--- config.mk ---
export PLATFORM = sky130hd
export DESIGN_NAME = clocks_multiphase_flat
export DESIGN_NICKNAME = d
export VERILOG_FILES = /design/src/rtl/clocks_multiphase_if.sv /design/src/rtl/clocks_multiphase.sv /design/src/flat_wrapper.sv
export SDC_FILE = /design/constraint.sdc
export NUM_CORES = 1
export LEC_CHECK = 0
export ABC_AREA = 0
export CAP_MARGIN = 20
export CELL_PAD_IN_SITES_DETAIL_PLACEMENT = 2
export CELL_PAD_IN_SITES_GLOBAL_PLACEMENT = 2
export CORE_MARGIN = 2
export CORE_UTILIZATION = 41
export DETAILED_ROUTE_END_ITERATION = 10
export PLACE_DENSITY_LB_ADDON = 0.1
export SLEW_MARGIN = 20
export SYNTH_ARGS = -nofsm -noshare
export SYNTH_HDL_FRONTEND = slang
export SYNTH_SLANG_ARGS = --single-unit
--- constraint.sdc ---
create_clock -name eclk -period 8.07 [get_ports eclk]
set_clock_uncertainty 0.05 [all_clocks]
set_input_delay 1.2105 -clock eclk [delete_from_list [all_inputs] [get_ports eclk]]
set_output_delay 1.2105 -clock eclk [all_outputs]
set_load 0.02 [all_outputs]
--- src/rtl/clocks_multiphase_if.sv ---
`default_nettype none
// +----------------------------------------------------------------------+
// | Module  : clocks_multiphase_if                                       |
// | Purpose : Control/status bundle between the multiphase clock         |
// |           generator (slave) and the controlling logic (master).      |
// | Options : STRETCH_EN adds the stretch wait-state request.            |
// | Revision: 1.0                                                        |
// +----------------------------------------------------------------------+
interface clocks_multiphase_if #(
  parameter int NPHASE = 4,
  parameter int QW     = 8
);
  localparam int SW = $clog2(NPHASE);

  logic [QW-1:0]     quarter_len;
  logic              run;
  logic              step;
`ifdef STRETCH_EN
  logic              stretch;
`endif
  logic              core_reset;
  logic [NPHASE-1:0] phase;
  logic [SW-1:0]     slot;
  logic              cycle_start;
  logic              halted;
  logic              step_done;

  modport master (
`ifdef STRETCH_EN
    output stretch,
`endif
    output quarter_len, run, step,
    input  core_reset, phase, slot, cycle_start, halted, step_done
  );

  modport slave (
`ifdef STRETCH_EN
    input  stretch,
`endif
    input  quarter_len, run, step,
    output core_reset, phase, slot, cycle_start, halted, step_done
  );
endinterface
`default_nettype wire

--- src/rtl/clocks_multiphase.sv ---
`default_nettype none
// +----------------------------------------------------------------------+
// | Module  : clocks_multiphase                                          |
// | Purpose : Divides eclk into an NPHASE-slot machine cycle with a      |
// |           one-hot registered phase vector, programmable slot length, |
// |           power-on core_reset stretch and run/halt/step control.     |
// | Options : define STRETCH_EN to add bus.stretch (wait-state insert).  |
// | Revision: 1.0                                                        |
// +----------------------------------------------------------------------+
module clocks_multiphase #(
  parameter int NPHASE       = 4,
  parameter int QW           = 8,
  parameter int QDEFAULT     = 8,
  parameter int RW           = 20,
  parameter int RESET_CYCLES = 700000
) (
  input  wire logic          eclk,
  input  wire logic          ereset_n,
  clocks_multiphase_if.slave bus
);
  localparam int              SW        = $clog2(NPHASE);
  localparam logic [RW-1:0]   RC_LAST   = RW'(RESET_CYCLES - 1);
  localparam logic [SW-1:0]   SLOT_LAST = SW'(NPHASE - 1);
  localparam logic [QW-1:0]   QLEN_RST  = QW'(QDEFAULT);

  localparam logic [1:0] S_RUN  = 2'd0;
  localparam logic [1:0] S_HALT = 2'd1;
  localparam logic [1:0] S_STEP = 2'd2;

  logic [RW-1:0]     rc_q, rc_d;
  logic              core_reset_q, core_reset_d;
  logic [QW-1:0]     q_q, q_d;
  logic [SW-1:0]     slot_q, slot_d;
  logic [QW-1:0]     qlen_q, qlen_d;
  logic [1:0]        state_q, state_d;
  logic [NPHASE-1:0] phase_q, phase_d;
  logic              cycle_start_q, cycle_start_d;
  logic              halted_q, halted_d;
  logic              step_done_q, step_done_d;

  logic              w_stretch;
  logic              w_q_last;
  logic              w_adv;
  logic              w_boundary;
  logic              w_start;
  logic [NPHASE-1:0] w_onehot;

`ifdef STRETCH_EN
  assign w_stretch = bus.stretch;
`else
  assign w_stretch = 1'b0;
`endif

  // One-hot decode of the next slot index
  for (genvar i = 0; i < NPHASE; i++) begin : g_phase_dec
    assign w_onehot[i] = (slot_d == SW'(i));
  end

  // Next-state logic: reset stretch, slot/quarter counters and run/halt/step FSM
  always_comb begin
    rc_d         = (rc_q == RC_LAST) ? rc_q : rc_q + 1'b1;
    core_reset_d = core_reset_q & (rc_q != RC_LAST);

    w_q_last   = (q_q == qlen_q - 1'b1);
    w_adv      = w_q_last & ~w_stretch;
    w_boundary = w_adv & (slot_q == SLOT_LAST);

    state_d     = state_q;
    q_d         = q_q;
    slot_d      = slot_q;
    qlen_d      = qlen_q;
    step_done_d = 1'b0;
    w_start     = 1'b0;

    case (state_q)
      S_HALT: begin
        // Counters stay parked at slot 0 / q 0; run has priority over step
        if (bus.run) begin
          state_d = S_RUN;
          w_start = 1'b1;
        end else if (bus.step) begin
          state_d = S_STEP;
          w_start = 1'b1;
        end
      end
      default: begin
        // Unused encoding recovers into RUN
        state_d = (state_q == S_STEP) ? S_STEP : S_RUN;
        if (w_adv) begin
          q_d    = '0;
          slot_d = (slot_q == SLOT_LAST) ? '0 : slot_q + 1'b1;
        end else if (!w_q_last) begin
          q_d = q_q + 1'b1;
        end
        if (w_boundary) begin
          // Slot length only changes between machine cycles
          qlen_d  = (bus.quarter_len == '0) ? QW'(1) : bus.quarter_len;
          w_start = 1'b1;
          if (state_q == S_STEP) begin
            state_d     = S_HALT;
            step_done_d = 1'b1;
            w_start     = 1'b0;
          end else if (!bus.run && !core_reset_q) begin
            // The core is never halted while it is still held in reset
            state_d = S_HALT;
            w_start = 1'b0;
          end
        end
      end
    endcase

    cycle_start_d = w_start;
    halted_d      = (state_d == S_HALT);
    phase_d       = halted_d ? '0 : w_onehot;
  end

  // State and registered outputs, asynchronously reset
  always_ff @(posedge eclk or negedge ereset_n) begin
    if (!ereset_n) begin
      rc_q          <= '0;
      core_reset_q  <= 1'b1;
      q_q           <= '0;
      slot_q        <= '0;
      qlen_q        <= QLEN_RST;
      state_q       <= S_RUN;
      phase_q       <= NPHASE'(1);
      cycle_start_q <= 1'b0;
      halted_q      <= 1'b0;
      step_done_q   <= 1'b0;
    end else begin
      rc_q          <= rc_d;
      core_reset_q  <= core_reset_d;
      q_q           <= q_d;
      slot_q        <= slot_d;
      qlen_q        <= qlen_d;
      state_q       <= state_d;
      phase_q       <= phase_d;
      cycle_start_q <= cycle_start_d;
      halted_q      <= halted_d;
      step_done_q   <= step_done_d;
    end
  end

  assign bus.core_reset  = core_reset_q;
  assign bus.phase       = phase_q;
  assign bus.slot        = slot_q;
  assign bus.cycle_start = cycle_start_q;
  assign bus.halted      = halted_q;
  assign bus.step_done   = step_done_q;
endmodule
`default_nettype wire

--- src/flat_wrapper.sv ---
// flat-port wrapper written by rule: the top's interface ports become plain ports
module clocks_multiphase_flat 
#(
  parameter int NPHASE       = 4,
  parameter int QW           = 8,
  parameter int QDEFAULT     = 8,
  parameter int RW           = 20,
  parameter int RESET_CYCLES = 700000
)
  (eclk, ereset_n, bus_quarter_len, bus_run, bus_step, bus_core_reset, bus_phase, bus_slot, bus_cycle_start, bus_halted, bus_step_done);
  clocks_multiphase_if #(.NPHASE(NPHASE), .QW(QW)) bus_i ();
  input  wire logic eclk;
  input  wire logic ereset_n;
  input wire logic [$bits(bus_i.quarter_len)-1:0] bus_quarter_len;
  input wire logic [$bits(bus_i.run)-1:0] bus_run;
  input wire logic [$bits(bus_i.step)-1:0] bus_step;
  output wire logic [$bits(bus_i.core_reset)-1:0] bus_core_reset;
  output wire logic [$bits(bus_i.phase)-1:0] bus_phase;
  output wire logic [$bits(bus_i.slot)-1:0] bus_slot;
  output wire logic [$bits(bus_i.cycle_start)-1:0] bus_cycle_start;
  output wire logic [$bits(bus_i.halted)-1:0] bus_halted;
  output wire logic [$bits(bus_i.step_done)-1:0] bus_step_done;
  assign bus_i.quarter_len = bus_quarter_len;
  assign bus_i.run = bus_run;
  assign bus_i.step = bus_step;
  assign bus_core_reset = bus_i.core_reset;
  assign bus_phase = bus_i.phase;
  assign bus_slot = bus_i.slot;
  assign bus_cycle_start = bus_i.cycle_start;
  assign bus_halted = bus_i.halted;
  assign bus_step_done = bus_i.step_done;
  clocks_multiphase #(.NPHASE(NPHASE), .QW(QW), .QDEFAULT(QDEFAULT), .RW(RW), .RESET_CYCLES(RESET_CYCLES)) u_core (.eclk(eclk), .ereset_n(ereset_n), .bus(bus_i));
endmodule
-- Word-level counts from Yosys, hierarchy flattened
Index checks and enable logic that the tools add are counted.
- add/subtract/negate cells: 4
- multiply operators: 0
- divide/modulo/power cells: 0
- order comparisons: 0
- equality and inequality tests: 10
- shift operators: 0
- mux-type cells: 22
- bitwise gates (word level): 3
- reduce and logical (&&, ||, !) cells: 6
- operators with widths (cell ; count):
    adder 20 x 1 -> 20 bit (second input constant) ; 1
    == test 20 bit (second input constant) ; 1
    two-way mux 2 bit ; 10
    inequality test 20 bit (second input constant) ; 1
    two-way mux 8 bit ; 2
    two-way mux 1 bit ; 9
    adder 8 x 1 -> 8 bit (second input constant) ; 1
    == test 2 bit (second input constant) ; 4
    == test 8 bit ; 1
    logical NOT 8 bit ; 1
    subtractor 8 x 1 -> 8 bit (second input constant) ; 1
    == test 2 x 1 -> 1 bit (second input constant) ; 3
    two-way mux 4 bit ; 1
    adder 2 x 1 -> 2 bit (second input constant) ; 1
    bitwise AND 1 bit ; 2
    logical NOT 1 bit ; 2
    logical NOT 2 bit ; 1
    AND reduction 2 bit ; 1
    logical AND 1 bit ; 1
    NOT 1 bit ; 1
- bits in registers: 48
- bits in latches: 0
- bits in writable memories: 0
- ROM bits: 0
- word-level logic and storage cells: 55
- memories kept: 0

-- Logic depth before layout (Yosys ltp)
- word-level depth: 8
- depth in mapped cells: 9
- depth with buffers taken out: 8

-- Worst setup path before layout
No wires, ideal clock.
- path kind: register to register
- from: reg u_core.qlen_q[2]
- to: reg u_core.qlen_q[1]
- arrival: 2603 ps
- required time: 7895 ps
- setup slack: 5292 ps
- stages on the path, launching flop included: 9
- cell sequence: dfrtp_1 -> buf_6 -> or4_4 -> or4_1 -> a211oi_2 -> and3_4 -> and3_4 -> buf_8 -> mux2_4
- word-level cells in the longest chain between the ends: 4
- RTL lines (element ; RTL line ; source):
    start, declared ; clocks_multiphase.sv:34 ; logic [QW-1:0] qlen_q, qlen_d;
    start signal, assigned ; clocks_multiphase.sv:135 ; qlen_q <= qlen_d;
    subtractor 8 x 1 -> 8 bit ; clocks_multiphase.sv:64 ; w_q_last = (q_q == qlen_q - 1'b1);
    == test 8 bit ; clocks_multiphase.sv:64 ;
    bitwise AND 1 bit ; clocks_multiphase.sv:66 ; w_boundary = w_adv & (slot_q == SLOT_LAST);
    AND reduction 2 bit (no source line) ; -- ;
Every way passes these cells.
A chain may end at the register's enable or synchronous reset.

-- Worst setup path in the final report
- from: reg u_core.qlen_q[2]
- to: reg u_core.qlen_q[7]
Same word-level chain as after synthesis.

==> flow_metrics.tcl <==
set metrics [dict create \
    cp_num_buf_inv 0 \
    ctsResizeCount 0 \
    drv_slew 0 \
    postSynthCellCount 227 \
    p_per_area_mw_per_mm2 213.2 \
    synth.cell_area_mm2 0.002469 \
    hold_class "flip-flop to flip-flop" \
    clkPwrFrac 0.245 \
    crit_fanout 14 \
    grt_pass1_wl_mm 9.170 \
    port-buffer-count 21 \
    cts_buffer_depth 2 \
    ys_warn_count 0 \
    synth_largest_area_cell "dfrtp_1" \
    area_delta_synth_final_pct 14.04 \
    p_sw_frac 0.3122 \
    numPlacedInstances 317 \
    p_switching_mw 0.1874 \
    totalWireLength_mm 5.471 \
    grt-ovfl-total 0 \
    worst_pin_slew_ns 0.7762 \
    antenna_found_initial 0 \
    diodes 0 \
    drive_gt1_frac 0.1320 \
    vdd_drop_max_mv 0.1157 \
    p_int_mw 0.4129 \
    routedWlPerCell_um 16.83 \
    slowest_stage "or4_4" \
    grtUsageTotal 0.1810 \
    whs_ns 0.4266 \
    start_util 0.4194 \
    vias_per_cell 5.452 \
    cts_setup_buffers 0 \
    route.detailed.drc 0 \
    grt_max_degree 49 \
    drtIter0Drc 28 \
    cts_root_buf "clkbuf_8" \
    insertion_delay_ns 0.30 \
    cp_data_required_time_ns 8.21 \
    async_flop_share 1.000 \
    rsz0062_at_grt "no" \
    power_mw 0.6003 \
    dpl.hpwl_mm 3.997 \
    clock-sinks 48 \
    grt_pass1_vias 1935 \
    syn_area_per_cell_um2 10.87 \
    cts.htree.levels 2 \
    fmax_mhz 337.6 \
    synth_cell_types 50 \
    path_common_cell "and3_4" \
    fillCellCount 608 \
    postRouteAntennaNets 0 \
    critPathCaptureType "flip-flop" \
    dieArea_mm2 0.006658 \
    slew_headroom 0.4806 \
    first_pass_iters 4 \
    die_h_um 81.60 \
    synth_edf_count 0 \
    gp_congestion 0.8068 \
    clk_transition_reported_paths_ns 0.09 \
    synth_top_cells_by_area "dfrtp_1 46%, xnor2_1 6.7%, mux2_4 4.3%, xor2_1 3.9%, dfstp_2 3.2%" \
    combinationalPowerShare 0.243 \
    max-cap-violations 0 \
    syn_nets 243 \
    ys_ff_latch 48 \
    crit_type "flip-flop to flip-flop" \
    core_mm2 0.005886 \
    period_needed_ns 2.962 \
    cp.arrival_ns 3.10 \
    synth_top_area_share 0.4562 \
    seqPwrFrac 0.512 \
    setup_tns_ns 0 \
    nNetsFinal 265 \
    outcome "completed" \
    cpPeakStageDelay_ns 0.58 \
    row_count 28 \
    ios 22 \
    p_leak_nw 1.191 \
    crit_family "simple AND/OR/NAND/NOR gates" \
    ys_seq_area_frac 0.4881 \
    vias 1772 \
    numCtsBuffers 5 \
    hold_violations 0 \
    cp-start-kind "flip-flop" \
    setup_viol 0 \
    ys.flop_type "dfrtp_1" \
    path_cells "or4_4 -> or4_1 -> a211oi_2 -> and3_4 -> and3_4 -> mux2_4" \
    cts_tree "yes" \
    instances_no_fill 325 \
    die_width_um 81.60 \
    postCtsHoldBufs 0 \
    finalCritPeriodShare 0.3671 \
]
## cell usage in the layout, fill, tap and decap left out, drive strengths merged, types with 3 or more instances in the layout
master         count
or3                6
xnor2             19
nand3             11
a21o               4
nand2b             3
nand4              8
nor3               8
dfrtp             45
nor2              16
xor2              11
dfstp              3
and3               6
mux2              11
clkdlybuf4s50     20
ha                 4
nand2             14
a21oi              8
o21ai              7
clkbuf             8
inv                6
## through the flow
| stage | instance area, µm² | setup slack [ns] | utilization |
|---|---|---|---|
| detailed placement | 2725 | 5.131 | 0.4630 |
| global placement | 2725 | 5.177 | 0.4630 |
| global route | 2815 | 4.980 | 0.4783 |
| finish | 2815 | 5.108 | 0.4783 |
| floorplan | 2469 | 5.292 | - |
| CTS | 2815 | 5.113 | 0.4783 |
## power groups by stage
stage / logic (mW) / clock network (mW) / registers (mW)
floorplan: 0.0974 / 0 / 0.306
global placement: 0.141 / 0 / 0.311
detailed placement: 0.147 / 0 / 0.312
CTS: 0.148 / 0.153 / 0.307
global route: 0.163 / 0.163 / 0.313
finish: 0.146 / 0.147 / 0.307
## worst register-to-register path, delay by kind of cell (launching register included)
| kind | cells | cell delay [ns] |
|---|---|---|
| simple gates | 4 | 1.72 |
| flops | 1 | 0.47 |
| mux | 1 | 0.32 |
| compound gates | 1 | 0.29 |
## kinds of logic after synthesis
logic type / Yosys count / share of synthesized area
AOI/OAI and AO/OA: 29 / 0.07907
xor gates and xnor gates: 30 / 0.1064
adders and majority gates: 4 / 0.02027
buffers and inverters: 13 / 0.02939
DFF: 48 / 0.4881
muxes: 13 / 0.06893
and+or+nand+nor: 90 / 0.2078
## Yosys cell counts (2+ instances only)
master	count
dfrtp_1	45
xnor2_1	19
nor2_1	16
nand2_1	14
nand3_1	11
xor2_1	11
nor3_1	8
a21oi_1	7
mux2_4	7
nand4_1	7
o21ai_0	7
inv_1	6
a21o_1	4
and3_1	4
ha_1	4
mux2_2	4
or3_1	4
clkbuf_1	3
dfstp_2	3
nand2b_1	3
a22o_1	2
a31o_2	2
and2_1	2
and3_4	2
and4b_1	2
mux2i_1	2
nor2b_1	2
nor4_1	2
nor4b_1	2
or3_2	2
## routing by layer
metal	track usage	routed length, µm
met5	0	0
met4	0.05000	36
met3	0.02967	101
met2	0.3336	2901
met1	0.2176	2432
## state kept, by name (all words and copies together) (netlist names), 2 cells and up
name	cells
u_core.bus.phase	4
u_core.bus.slot	2
u_core.q_q	8
u_core.qlen_q	8
u_core.rc_q	20
u_core.state_q	2
## final cells by class
type / instances / area (µm²) / area share
repair buffers: 22 / 212.7 / 0.07556
well taps: 75 / 93.84 / 0.03333
inverters: 6 / 22.52 / 0.008000
multi-input cells: 166 / 1191 / 0.4231
flip-flops and latches: 48 / 1205 / 0.4280
clock buffers: 8 / 90.09 / 0.03200
## path summary, 6_finish.rpt
check	endpoint	cells past startpoint	slack [ns]	start
max	u_core.qlen_q[7]	6	5.11	u_core.qlen_q[2]
min	u_core.rc_q[4]	1	0.43	u_core.rc_q[4]
max reg2reg	u_core.qlen_q[7]	6	5.11	u_core.qlen_q[2]
min reg2reg	u_core.rc_q[4]	1	0.43	u_core.rc_q[4]
max in group asynchronous	u_core.rc_q[5]	2	6.59	ereset_n
min in group asynchronous	u_core.qlen_q[1]	2	0.93	ereset_n
(Power assumes the default switching activity.)
